File: src/rtl/sha1_pkg.sv
// Shared types and constants for the bit-serial SHA-1 control sequencer.
package sha1_pkg;

    localparam int unsigned WORDS_H     = 5;
    localparam int unsigned WORD_BITS   = 32;
    localparam int unsigned ROUNDS      = 80;
    localparam int unsigned SCHED_START = 16;
    localparam int unsigned ROUND_GRP   = ROUNDS / 4;

    localparam int unsigned STEP_W = $clog2(WORD_BITS);
    localparam int unsigned WORD_W = $clog2(WORDS_H);
    localparam int unsigned IDX_W  = $clog2(ROUNDS);
    localparam int unsigned GRP_W  = 2;

    typedef enum logic [2:0] {
        IDLE,
        INIT,
        COPY,
        ROUND,
        FINAL
    } state_e;

    localparam logic [1:0] F_CH  = 2'd0;
    localparam logic [1:0] F_PAR = 2'd1;
    localparam logic [1:0] F_MAJ = 2'd2;

    // Round group 0..3, each ROUND_GRP rounds long.
    function automatic logic [GRP_W-1:0] round_grp(input logic [IDX_W-1:0] r);
        if (r < IDX_W'(ROUND_GRP))          return GRP_W'(0);
        else if (r < IDX_W'(2 * ROUND_GRP)) return GRP_W'(1);
        else if (r < IDX_W'(3 * ROUND_GRP)) return GRP_W'(2);
        else                                return GRP_W'(3);
    endfunction

endpackage

File: src/rtl/sha1_bitctr.sv
// Bit-step / word-or-round counter with wrap flags; idx wraps to 0 at idx_last.
module sha1_bitctr
    import sha1_pkg::*;
(
    input  logic              clk,
    input  logic              rst,
    input  logic              clr,
    input  logic              adv,
    input  logic [IDX_W-1:0]  idx_last,
    output logic [STEP_W-1:0] step_q,
    output logic [IDX_W-1:0]  idx_q,
    output logic              step_wrap,
    output logic              idx_wrap
);

    assign step_wrap = (step_q == STEP_W'(WORD_BITS - 1));
    assign idx_wrap  = (idx_q == idx_last);

    always_ff @(posedge clk or posedge rst) begin
        if (rst) begin
            step_q <= '0;
            idx_q  <= '0;
        end else if (clr) begin
            step_q <= '0;
            idx_q  <= '0;
        end else if (adv) begin
            if (step_wrap) begin
                step_q <= '0;
                idx_q  <= idx_wrap ? '0 : idx_q + IDX_W'(1);
            end else begin
                step_q <= step_q + STEP_W'(1);
            end
        end
    end

endmodule

File: src/rtl/sha1_seq.sv
// SHA-1 block sequencer: INIT/COPY -> 80 ROUNDs -> FINAL, one bit per advancing cycle.
// Optional abort input enabled by defining SHA1_SEQ_ABORT_EN.
module sha1_seq
    import sha1_pkg::*;
(
    input  logic               clk,
    input  logic               rst,
    input  logic               start,
    input  logic               first_block,
    input  logic               stall,
`ifdef SHA1_SEQ_ABORT_EN
    input  logic               abort,
`endif
    output logic [WORDS_H-1:0] init_sel,
    output logic [3:0]         round_sel,
    output logic [STEP_W-1:0]  step,
    output logic [WORD_W-1:0]  word,
    output logic [IDX_W-1:0]   round,
    output logic [1:0]         f_sel,
    output logic               init_en,
    output logic               copy_en,
    output logic               round_en,
    output logic               final_en,
    output logic               sched_en,
    output logic               word_last,
    output logic               busy,
    output logic               done
);

    state_e             state_q, state_d;
    logic               adv, clr, done_d, done_q;
    logic               phase_last, step_wrap, idx_wrap;
    logic [STEP_W-1:0]  step_q;
    logic [IDX_W-1:0]   idx_q, idx_last;
    logic [GRP_W-1:0]   grp;

    assign idx_last   = (state_q == ROUND) ? IDX_W'(ROUNDS - 1) : IDX_W'(WORDS_H - 1);
    assign phase_last = step_wrap && idx_wrap;

    sha1_bitctr u_ctr (
        .clk      (clk),
        .rst      (rst),
        .clr      (clr),
        .adv      (adv),
        .idx_last (idx_last),
        .step_q   (step_q),
        .idx_q    (idx_q),
        .step_wrap(step_wrap),
        .idx_wrap (idx_wrap)
    );

    always_ff @(posedge clk or posedge rst) begin
        if (rst) begin
            state_q <= IDLE;
            done_q  <= 1'b0;
        end else begin
            state_q <= state_d;
            done_q  <= done_d;
        end
    end

    // Next state; counters only advance in an active, unstalled cycle.
    always_comb begin
        state_d = state_q;
        adv     = 1'b0;
        clr     = 1'b0;
        done_d  = 1'b0;
        case (state_q)
            IDLE: begin
                if (start) state_d = first_block ? INIT : COPY;
            end
            INIT, COPY: begin
                adv = !stall;
                if (adv && phase_last) state_d = ROUND;
            end
            ROUND: begin
                adv = !stall;
                if (adv && phase_last) state_d = FINAL;
            end
            FINAL: begin
                adv = !stall;
                if (adv && phase_last) begin
                    state_d = IDLE;
                    done_d  = 1'b1;
                end
            end
            default: state_d = IDLE;
        endcase
`ifdef SHA1_SEQ_ABORT_EN
        if (abort && state_q != IDLE) begin
            state_d = IDLE;
            adv     = 1'b0;
            clr     = 1'b1;
            done_d  = 1'b0;
        end
`endif
    end

    assign grp = round_grp(idx_q);

    always_comb begin
        busy      = (state_q != IDLE);
        step      = busy ? step_q : '0;
        word      = '0;
        round     = '0;
        init_sel  = '0;
        round_sel = '0;
        f_sel     = F_CH;
        case (state_q)
            INIT: begin
                word     = WORD_W'(idx_q);
                init_sel = WORDS_H'(1) << idx_q;
            end
            COPY, FINAL: word = WORD_W'(idx_q);
            ROUND: begin
                round     = idx_q;
                round_sel = 4'b1000 >> grp;
                case (grp)
                    2'd0:    f_sel = F_CH;
                    2'd1:    f_sel = F_PAR;
                    2'd2:    f_sel = F_MAJ;
                    default: f_sel = F_PAR | F_MAJ;
                endcase
            end
            default: ;
        endcase
        init_en   = (state_q == INIT)  && adv;
        copy_en   = (state_q == COPY)  && adv;
        round_en  = (state_q == ROUND) && adv;
        final_en  = (state_q == FINAL) && adv;
        sched_en  = round_en && (idx_q >= IDX_W'(SCHED_START));
        word_last = busy && step_wrap;
        done      = done_q;
    end

endmodule

File: config.mk
export PLATFORM = sky130hd
export DESIGN_NAME = sha1_seq
export DESIGN_NICKNAME = d
export VERILOG_FILES = /design/src/rtl/sha1_pkg.sv /design/src/rtl/sha1_bitctr.sv /design/src/rtl/sha1_seq.sv
export SDC_FILE = /design/constraint.sdc
export NUM_CORES = 1
export LEC_CHECK = 0
export ABC_CLOCK_PERIOD_IN_PS = 2370
export CAP_MARGIN = 25
export CELL_PAD_IN_SITES_DETAIL_PLACEMENT = 1
export CELL_PAD_IN_SITES_GLOBAL_PLACEMENT = 1
export CORE_MARGIN = 2
export CORE_UTILIZATION = 25
export DETAILED_ROUTE_END_ITERATION = 16
export PLACE_DENSITY = 0.67
export SLEW_MARGIN = 10
export SYNTH_ARGS = -nofsm -noshare
export SYNTH_HDL_FRONTEND = slang
export SYNTH_HIERARCHICAL = 1
export SYNTH_SLANG_ARGS = --single-unit
File: constraint.sdc
create_clock -name clk -period 2.37 [get_ports clk]
set_clock_uncertainty 0.15 [all_clocks]
set_input_delay 0.3555 -clock clk [delete_from_list [all_inputs] [get_ports clk]]
set_output_delay 0.3555 -clock clk [all_outputs]
set_load 0.1 [all_outputs]
---- Word-level counts from Yosys, hierarchy flattened ----
Cells that the tools add are included.
W data, S select, Z words.
word-level totals
  register bits ........................... 16
  bits of input ports ..................... 5
  output and inout bits ................... 34
  logic and storage cells ................. 63
operators by class
  $add $sub $neg .......................... 2
  order comparisons ....................... 4
  equal/unequal tests ..................... 12
  shift-type cells ........................ 2
  multiplexer cells ....................... 22
  reduce and logical (&&, ||, !) cells .... 17
operators by type and width
  kind                   number
  $mux W7                3
  $mux W3                5
  $mux W5                3
  $lt A7 B6 Y1 const B   2
  $pmux W3 S4            1
  $logic_and A1 B1 Y1    8
  $mux W2                4
  $add A7 B1 Y7 const B  1
  $eq A7 B7 Y1           1
  $ge A7 B5 Y1 const B   1
  $lt A7 B5 Y1 const B   1
  $shl A1 B7 Y5 const A  1
  $eq A3 B2 Y1 const B   2
  $ne A2 B2 Y1 const B   3
  $pmux W2 S3            1
  $add A5 B1 Y5 const B  1
  $eq A5 B5 Y1 const B   1
  $mux W1                4
  $mux W4                1
  $reduce_and A4 Y1      1
  $reduce_or A4 Y1       1
  $shr A4 B2 Y4 const A  1
  $eq A3 B1 Y1 const B   1
  $eq A3 B3 Y1 const B   1
  other kinds (10)       10

---- Depth between registers and ports, before layout ----
  depth after elaboration ................. 7
  mapped depth ............................ 9
  depth with buffers taken out ............ 8

---- Modules after synthesis ----
Netlist, hierarchy kept.
modules (own cells, without submodules)
  module       instances  cells an instance  area an instance (µm²)  seq. area each (µm²)
  sha1_bitctr  1          74                 709.4                   300.3
  sha1_seq     1          85                 604.3                   100.1

---- Worst setup path after synthesis ----
No wires, ideal clock.
  path kind ............................... register -> output
  start point ............................. reg state_q[2]
  end point ............................... out round_sel[1]
  data arrival time ....................... 3,609 ps
  data required time ...................... 1,864 ps
  slack ................................... -1,744 ps
  stages on the path, launching flop included .. 3
  cells stage by stage .................... dfrtp_1 -> nand3b_2 -> nor4_1
between the ends
  word-level cells in the longest chain between the ends .. 2
RTL lines
  what                    line             text
  start, declared         sha1_seq.sv:30   state_e state_q, state_d;
  start signal, assigned  sha1_seq.sv:57   state_q <= state_d;
  $eq A3 B2 Y1            sha1_seq.sv:109  case (state_q)
  $mux W4                 sha1_seq.sv:109
  end, declared           sha1_seq.sv:15   output logic [3:0] round_sel,
Every way passes these cells.

---- Worst setup path after layout ----
  start point ............................. reg state_q[0]
  end point ............................... out init_sel[2]
between the ends
  word-level cells in the longest chain between the ends .. 2
RTL lines
  what           line             text
  $eq A3 B1 Y1   sha1_seq.sv:109
  $mux W5        sha1_seq.sv:109
  end, declared  sha1_seq.sv:14   output logic [WORDS_H-1:0] init_sel,
Every way passes these cells.

==> results.py <==
metrics = {
    "worst_setup_path": {
        "critPathRequiredTime_ns": 1.86,
        "critical_path_arrival_ns": 1.74,
        "end_kind": "output port",
        "r2r_slack_ns": 0.17,
        "setup.worst_path.start_class": "flip-flop",
        "r2r_end": "state_q[0]",
        "reg2regPathDepth": 8,
        "crit_fanout": 10,
        "r2r_start": "state_q[2]",
        "crit_type": "reg -> out",
    },
    "cts": {
        "cts_hold_buf": 0,
        "cts_buffers": 3,
        "clkLatencyLatePin_ns": 0.26,
        "post_cts_buffers": 0,
        "cts_tree": "built",
        "cts-resized-gates": 0,
        "clock_sinks": 16,
        "htree_levels": 1,
        "cts.clk_slew.worst_paths_ns": 0.07,
        "cts-root-buf": "clkbuf_8",
        "clockBufferDepth": 2,
    },
    "placed_design": {
        "placement.io_buffers": 38,
        "globalplace.congestion": 0.756,
        "place_hpwl_mm": 3.20,
        "placed_area_um2": 2320,
    },
    "drt": {
        "via_per_inst": 4.63,
        "wl_per_cell_um": 13.9,
        "num_vias": 1310,
        "wirelength_mm": 3.94,
        "drt_pass1_iterations": 3,
        "drtAntennaViolNets": 0,
        "drt_iter0_drc": 83,
        "drc_errors": 0,
    },
    "floorplanning": {
        "dieWidth_um": 76.5,
        "num_rows": 26,
        "num_io_pins": 39,
        "initial_utilization": 0.259,
        "core_um2": 5070,
        "die_h_um": 76.5,
        "fp.dieArea_um2": 5850,
    },
    "pwr": {
        "peakVddDrop_mv": 0.168,
        "p_leak_nw": 0.967,
        "total_power_uw": 712,
        "powerDensity_nw_per_um2": 299,
    },
    "timing": {
        "max_clock_freq_mhz": 445,
        "period_minus_slack_ns": 2.25,
        "worst_pin_slew_ns": 0.489,
        "setup_viol": 0,
        "hold_viol": 0,
        "slew_viol_final": 0,
        "slew_headroom": 0.671,
        "finalCritPeriodShare": 0.948,
    },
    "grt": {
        "grt_pass1_vias": 1413,
        "overflow": 0,
        "antenna_found_initial": 0,
        "grtUsageTotal": 0.146,
        "grt_pass1_wl_mm": 6.93,
        "grt_max_degree": 14,
    },
    "logic_synthesis": {
        "yosysTopAreaCell": "dfrtp_1",
        "synthTopCellsByArea": "dfrtp_1 30%, xnor2_1 8.7%, nor2_1 6.9%",
        "ys_ff_latch": 16,
        "avgSynthCellArea_um2": 8.26,
        "synth-seq-area-share": 0.305,
        "syn_inst": 159,
        "yosys_warnings": 6,
        "syn_area_um2": 1310,
        "synth_top_area_frac": 0.305,
        "synth_cell_types": 45,
    },
    "layout": {
        "fin_nets": 222,
        "layout-drive-gt1-share": 0.427,
        "syn_to_final_growth_pct": 81.5,
        "num_antenna_cells": 0,
        "final_cell_mix": "33 x buf_12, 21 x nor2_1, 18 x buf_4",
        "layout_commonest_cell": "buf_12",
        "fin_area_um2": 2380,
    },
    "run": {
        "maxCapViolations": 0,
    },
    "min_path": {
        "hold_class": "in -> async",
    },
    "run_status": {
        "status": "finished clean",
    },
}
==> metal layers <==
layer	part of all wire	up-vias	wire length [um]	track usage
met1	0.44	626	1750	0.182
met4	0.015	0	61	0.0436
li1	-	644	-	-
met5	0	-	0	0
met3	0.036	7	140	0.0308
met2	0.50	33	1990	0.252
==> report_power, final <==
part | total (mW) | internal [mW] | switching, mW
Clock | 0.248 | 0.148 | 0.100
Sequential | 0.285 | 0.279 | 0.00588
Combinational | 0.179 | 0.0653 | 0.114
Total | 0.712 | 0.492 | 0.220
==> stage by stage <==
step	setup slack [ns]	setup TNS (ns)	std cells	hold WS (ns)	utilization
floorplan	-0.326	-1.84	161	-0.0284	-
global placement	0.132	0	279	0.392	0.458
detailed placement	0.128	0	279	0.413	0.458
CTS	0.0151	0	283	0.166	0.469
global route	-0.0135	-0.0221	283	0.181	0.470
finish	0.123	0	283	0.167	0.470
==> cells by family (layout without fill, tap and decap cells) <==
logic type / Yosys count / in the layout / synth area share
buf+inv: 16 / 68 / 0.0609
fa+ha+maj: 3 / 3 / 0.0286
compound gates: 20 / 20 / 0.123
flops: 16 / 16 / 0.305
xor+xnor: 15 / 15 / 0.100
mux: 2 / 2 / 0.0162
other cells: 2 / 4 / 0.00572
simple gates: 85 / 85 / 0.361
==> synth_stat cells <==
cell / number
nand3b_2: 2
nand2_1: 10
nor3_2: 1
inv_1: 8
and2_1: 7
a21oi_1: 5
a41oi_1: 1
xor2_1: 2
inv_2: 1
nand3_1: 4
o21ai_2: 1
or2_1: 1
and4_1: 1
buf_2: 3
ha_1: 3
mux2_2: 1
dfrtp_1: 16
nand2b_1: 4
buf_6: 1
and4b_1: 1
a22oi_1: 1
o41ai_4: 1
nand4_1: 1
a311oi_1: 1
xnor2_1: 13
nor3b_2: 1
clkbuf_2: 1
a21o_1: 1
a221oi_2: 1
nor3b_1: 1
and3_1: 3
nor3_1: 9
nor4_1: 2
a211oi_1: 2
a21oi_2: 1
o21ai_0: 4
mux2i_1: 1
nor2_1: 24
or3b_4: 1
conb_1: 2
o31a_1: 1
nand3b_1: 4
nor4_2: 1
nor2b_1: 7
buf_4: 2
==> layout make-up <==
class | instances | area (um^2)
fillers | 585 | 2690
multi-input cells | 129 | 968
repair buffers | 55 | 836
flip-flops and latches | 16 | 404
well taps | 70 | 87.6
clock buffers | 4 | 55.1
inverters | 9 | 33.8
==> critical path, cell delays in order, from the launching register on <==
cell and delay (ns):
dfrtp_1 0.37, buf_4 0.20, nor3b_2 0.22, nand3b_1 0.10
buf_4 0.19, nor3_4 0.20, buf_12 0.20
==> state kept, by name (all words and copies together) (netlist names) <==
| register | count |
|---|---|
| u_ctr/idx_q | 7 |
| u_ctr/step_q | 5 |
| state_q | 3 |
| done | 1 |
==> worst max path at each step <==
| stage | from | endpoint | slack [ns] | depth (start not counted) |
|---|---|---|---|---|
| after global routing | state_q[0] | u_ctr/idx_q[4] | -0.01 | 7 |
| after global placement | stall | u_ctr/idx_q[2] | 0.13 | 5 |
| after detailed placement | stall | u_ctr/idx_q[4] | 0.13 | 5 |
| after CTS | u_ctr/idx_q[4] | round_sel[2] | 0.02 | 4 |
| after floorplan | u_ctr/idx_q[4] | round_sel[2] | -0.33 | 4 |
| final | state_q[0] | init_sel[2] | 0.12 | 6 |
Power figures use the tool's default switching activity.
